`src/rtl/mux_rr_nto1.sv`:
```
// N-to-1 multiplexer with a single registered output slot. Selection is fixed
// priority or round-robin; the output word is replaced without a bubble when consumed.
module mux_rr_nto1 #(
   parameter int size     = 32,
   parameter int channels = 4,
   parameter int mode     = 1
) (
   input  logic                                      clk_i,
   input  logic                                      rst_i,
   input  logic [channels*size-1:0]                  data_i,
   input  logic [channels-1:0]                       valid_i,
   output logic [channels-1:0]                       ready_o,
   output logic [size-1:0]                           data_o,
   output logic                                      valid_o,
   input  logic                                      ready_i,
   output logic [((channels > 1) ? $clog2(channels) : 1)-1:0] sel_o
);

   localparam int sel_w = (channels > 1) ? $clog2(channels) : 1;

   logic [sel_w-1:0]    ptr_r;
   logic [sel_w-1:0]    sel_r;
   logic [size-1:0]     data_r;
   logic                valid_r;
   logic [sel_w-1:0]    base_s;
   logic [sel_w-1:0]    win_s;
   logic                any_s;
   logic                load_en_s;
   logic                in_xfer_s;
   logic [channels-1:0] grant_s;

   // (base + off) mod channels, valid for off < channels and base < channels
   function automatic logic [sel_w-1:0] rr_idx(input logic [sel_w-1:0] base,
                                                input int unsigned      off);
      logic [sel_w:0] sum;
      sum = {1'b0, base} + (sel_w+1)'(off);
      if (sum >= (sel_w+1)'(channels)) begin
         sum = sum - (sel_w+1)'(channels);
      end else begin
         sum = sum;
      end
      return sum[sel_w-1:0];
   endfunction

   assign base_s    = (mode == 32'sd0) ? {sel_w{1'b0}} : ptr_r;
   assign load_en_s = (!valid_r || ready_i) && !rst_i;
   assign in_xfer_s = load_en_s && any_s;

   // Winner search: walk from the highest search position down so the first hit wins
   always_comb begin
      win_s = {sel_w{1'b0}};
      any_s = 1'b0;
      for (int i = channels - 1; i >= 0; i--) begin
         win_s = valid_i[rr_idx(base_s, i)] ? rr_idx(base_s, i) : win_s;
         any_s = any_s | valid_i[rr_idx(base_s, i)];
      end
   end

   // One-hot grant, only while the output slot can take a word
   always_comb begin
      grant_s = {channels{1'b0}};
      if (in_xfer_s) begin
         grant_s[win_s] = 1'b1;
      end else begin
         grant_s = {channels{1'b0}};
      end
   end

   // Output slot and round-robin pointer
   always_ff @(posedge clk_i) begin
      if (rst_i) begin
         valid_r <= 1'b0;
         data_r  <= {size{1'b0}};
         sel_r   <= {sel_w{1'b0}};
         ptr_r   <= {sel_w{1'b0}};
      end else if (in_xfer_s) begin
         valid_r <= 1'b1;
         data_r  <= data_i[32'(win_s)*size +: size];
         sel_r   <= win_s;
         ptr_r   <= rr_idx(win_s, 1);
      end else if (ready_i) begin
         valid_r <= 1'b0;
      end else begin
         valid_r <= valid_r;
      end
   end

   assign ready_o = grant_s;
   assign data_o  = data_r;
   assign valid_o = valid_r;
   assign sel_o   = sel_r;

endmodule

```
`config.mk`:
```
export PLATFORM = sky130hd
export DESIGN_NAME = mux_rr_nto1
export DESIGN_NICKNAME = d
export VERILOG_FILES = /design/src/rtl/mux_rr_nto1.sv
export SDC_FILE = /design/constraint.sdc
export NUM_CORES = 1
export LEC_CHECK = 0
export ABC_AREA = 1
export CAP_MARGIN = 20
export CORE_MARGIN = 3
export CORE_UTILIZATION = 34
export CTS_BUF_LIST = sky130_fd_sc_hd__clkbuf_4 sky130_fd_sc_hd__clkbuf_8
export DETAILED_ROUTE_END_ITERATION = 7
export PLACE_DENSITY = 0.82
export SYNTH_ARGS = -nofsm -noshare
export SYNTH_HDL_FRONTEND = slang
export SYNTH_SLANG_ARGS = --single-unit
```
`constraint.sdc`:
```
create_clock -name clk_i -period 1.8 [get_ports clk_i]
set_clock_uncertainty 0.15 [all_clocks]
set_input_delay 0.36 -clock clk_i [delete_from_list [all_inputs] [get_ports clk_i]]
set_output_delay 0.36 -clock clk_i [all_outputs]
set_load 0.01 [all_outputs]
```
==> summary.txt <==
Placement
  – IO buf count: 173
  – Post-DP Area: 0.00464 sq mm
  – DP Cell Count: 718
  – Setup WS pre-CTS: -1.05 ns
  – DP HPWL: 7.59 mm
  – GP Congestion: 0.849

Finish
  – Fill cells: 567
  – Post-route cell area: 0.00551 sq mm
  – Area grow syn2layout: 108%
  – Layout Cells excl Fill: 754
  – Final net count: 790
  – Antenna fix cells: 0
  – Ratio of cells with drive above 1 in the final layout: 0.200

STA
  – Final Hold Viols: 0
  – Rel. slew slack: 0.803
  – Tcrit/Tclk final: 1.33
  – Max Fclk: 0.418 GHz
  – Setup TNS Final: -15.41 ns
  – Worst setup margin: -0.591 ns
  – Max-slew violation count: 0
  – Worst-Margin Slew: 0.293 ns
  – Final setup violation count: 40
  – Fin crit period: 2.39 ns
  – RSZ-0062 raised after global routing: yes

Yosys
  – #FFs+latches synth: 37
  – Largest family of logic cells by synthesized area: simple AND/OR/NAND/NOR gates
  – Register area share after synthesis: 0.280
  – Post-synth ARST share: 0
  – Mapped Avg Cell Area: 5.82 sq um
  – Xor/xnor cell area share of the yosys netlist: 0
  – Post-synth design cell area: 0.00264 sq mm
  – EDFF count, synth: 0
  – Synth unique cells: 22
  – Synth warn: 0
  – Synth top area cells: nand3_1 36%, dfxtp_1 28%, nand2_1 19%
  – Mux cell area share after synthesis: 0
  – Synth Area in Compound Gates: 0.0180
  – Share of the synthesized area in the top cell type: 0.362
  – Synthesized Nets: 589
  – Post-Syn Instances: 454
  – Post-Synth Simple-Gate Area: 0.592
  – Yosys top cell by area: nand3_1
  – Post-Synth Adder-Cell Area: 0
  – Most used flip-flop cell after synthesis: dfxtp_1

Critical path
  – Worst-path cell chain: buf_12, inv_16, nand2_4, nand2_4, nand2_2, nand2_2, nor2_4, nand2_2, nand2_4, inv_6, buf_4, nand3_4, inv_2, buf_6
  – CP endpoint kind: output port
  – Crit-path max FO: 8
  – R2r endpoint: data_o[25]
  – Worst-case reg-to-reg path depth: 17
  – R2R Setup Slk: -0.50 ns
  – Worst flop-to-flop path startpoint: base_s[0]
  – Critical path depth: 14
  – Worst setup SP type: flop
  – Critical Path Max Stage Delay: 0.35 ns
  – WS Path Type: flop to output port
  – Critical Path AT: 1.88 ns
  – CP bufs+invs: 6
  – Crit-path leading delay family: simple AND/OR/NAND/NOR gates
  – CP max-delay cell: dfxtp_2
  – Critical Path RT: 1.29 ns

Route
  – Via/cell ratio: 5.19
  – Starting DRT DRC Count: 186
  – Mean routed wirelength per cell: 16.6 um
  – Final ANT Viol Nets: 0
  – DRC: 0
  – Post-Route WL: 12.5 mm
  – DR pass1 iterations: 5
  – DR vias: 3915

Global route
  – Total grt overflow: 0
  – Vias in the first global route: 3846
  – Grt met1 use: 0.304
  – Grt met3 use: 0.0561
  – Total track usage: 0.262
  – First-pass GRT wire length: 18.5 mm
  – Largest net degree at the start of global routing: 37
  – Met2 usage: 0.476
  – Most Used Layer, Global Route: met2
  – Initial antenna violation count: 0

Die
  – Initial core utilization: 0.357
  – Core Region: 0.00741 sq mm
  – Ports: 174
  – Die height: 94.2 um
  – Die width: 94.2 um
  – Cell Rows: 31
  – Die area: 0.00887 sq mm

Power and ir drop
  – Pwr Density: 2020 mW/mm^2
  – Sw frac: 0.471
  – Leak Pwr: 0.00255 uW
  – Int Power: 5880 uW
  – P_sw: 5240 uW
  – Maximum VDD drop: 0.00134 V
  – Combinational power share: 0.820
  – Sequential share of power: 0.126
  – Clock power share: 0.054

Clock network
  – Clk Latency, worst-skew pair: 0.29 ns
  – Cts bufs inserted: 5
  – CTS root buffer: clkbuf_8
  – CTS tree: built
  – Total clock sinks: 37
  – CTS Buffer Depth: 2
  – H-tree Lvls: 2
  – Clock-pin slew on the worst setup and hold paths: 0.08 ns

Min path
  – Hold path cells: 2
  – Worst Hold Class: flop to flop
  – Hold path endpoint: data_o[16]
  – Hold path start: data_o[16]

Run
  – Max-cap violations: 0

Run status
  – Failing checks: negative setup slack
  – Status: finished with violations
[metrics by stage]
stage,util,hold WS [ns],power (uW)
6_report,0.743,0.315,11100
5_1_grt,0.743,0.333,11900
4_1_cts,0.716,0.320,10500
3_5_place_dp,0.626,0.310,7730
3_3_place_gp,0.626,0.308,7600
2_1_floorplan,-,0.313,5560
[cells in the mapped netlist (2+ instances only)]
master / count
clkbuf_1: 12
nand2_1: 137
dfxtp_1: 37
nand2_2: 2
nand2_4: 2
nand3_1: 191
buf_2: 19
a21oi_1: 2
inv_2: 4
buf_6: 3
nor2_1: 11
inv_1: 23
o21ai_0: 2
[power by group through the flow]
stage	sequential, uW	clock [uW]	combinational (uW)
floorplan	1510	0	4050
finish	1400	606	9120
global route	1430	647	9850
global placement	1380	0	6220
CTS	1380	610	8520
detailed placement	1390	0	6340
[worst max-delay path by stage]
stage                      end  slack (ns)        from
floorplan           ready_o[0]       -0.16   base_s[0]
global placement    ready_o[1]       -1.03  valid_i[1]
detailed placement  ready_o[1]       -1.05  valid_i[1]
CTS                 ready_o[0]       -0.59   base_s[0]
global route        ready_o[2]       -0.70   base_s[0]
finish              ready_o[2]       -0.59   base_s[0]
[placed cells by master, fill, tap and decap left out, types with 2 or more instances in the layout]
cell type,synthesis,layout
buf_4,0,32
dlygate4sd2_1,0,4
bufbuf_16,0,4
buf_12,0,8
nand2_1,137,108
nand2_2,2,12
dfxtp_1,37,35
inv_2,4,7
nand2_4,2,20
inv_6,0,2
clkbuf_16,0,3
buf_16,0,4
buf_6,3,7
nand3_2,0,8
clkdlybuf4s50_1,0,165
nand3_1,191,182
a21oi_1,2,2
o21ai_0,2,2
inv_1,23,18
clkbuf_8,0,6
nor2_4,0,8
nor2_1,11,4
[cells by family (layout without fill, tap and decap cells)]
logic type / Yosys count / in the layout
buffers and inverters: 64 / 265
AND/OR/NAND/NOR: 346 / 346
AO/OA/AOI/OAI: 7 / 7
flip-flops: 37 / 37
[timing repair]
| item | 4_1_cts | 5_1_grt |
|---|---|---|
| pin swaps | 26 | 7 |
| gates cloned | 6 | 4 |
| resized for setup | 96 | 19 |
| hold endpoints to repair | 0 | 0 |
| setup buffers | 15 | 6 |
| hold buffers | 0 | 0 |
| endpoints found under the setup margin | 39 | 40 |
[worst reg2reg max path, cell delays in order, from the launching register on]
cell       delay [ns]
dfxtp_2          0.34
buf_12           0.15
inv_16           0.09
nand2_4          0.05
and2_4           0.14
nand2_4          0.05
nand2_2          0.07
inv_2            0.06
nand2_2          0.06
nand2_4          0.08
nand2_4          0.06
buf_6            0.13
buf_4            0.17
bufbuf_16        0.29
nand2_1          0.08
nand3_1          0.08
nand3_1          0.08
nand2_1          0.05
[registers in the layout, indices dropped and copies added, names as in the netlist]
register / count
valid_o: 1
data_o: 32
base_s: 2
sel_o: 2
[layer usage]
metal / part of all wire / wire length (um) / up-vias
li1: - / - / 1918
met1: 0.39 / 4900 / 1784
met2: 0.50 / 6260 / 192
met3: 0.088 / 1100 / 21
met4: 0.020 / 250 / 0
met5: 0 / 0 / -
[layout make-up]
cell class / instances / area, sq um / area share
multi-input combinational: 353 / 1910 / 0.347
clock inverter: 1 / 7.51 / 0.00136
clock buffer: 6 / 82.6 / 0.0150
inverter: 29 / 135 / 0.0245
timing repair buffer: 229 / 2500 / 0.454
sequential: 37 / 746 / 0.135
tap: 99 / 124 / 0.0225
Power figures use the tool's default switching activity.
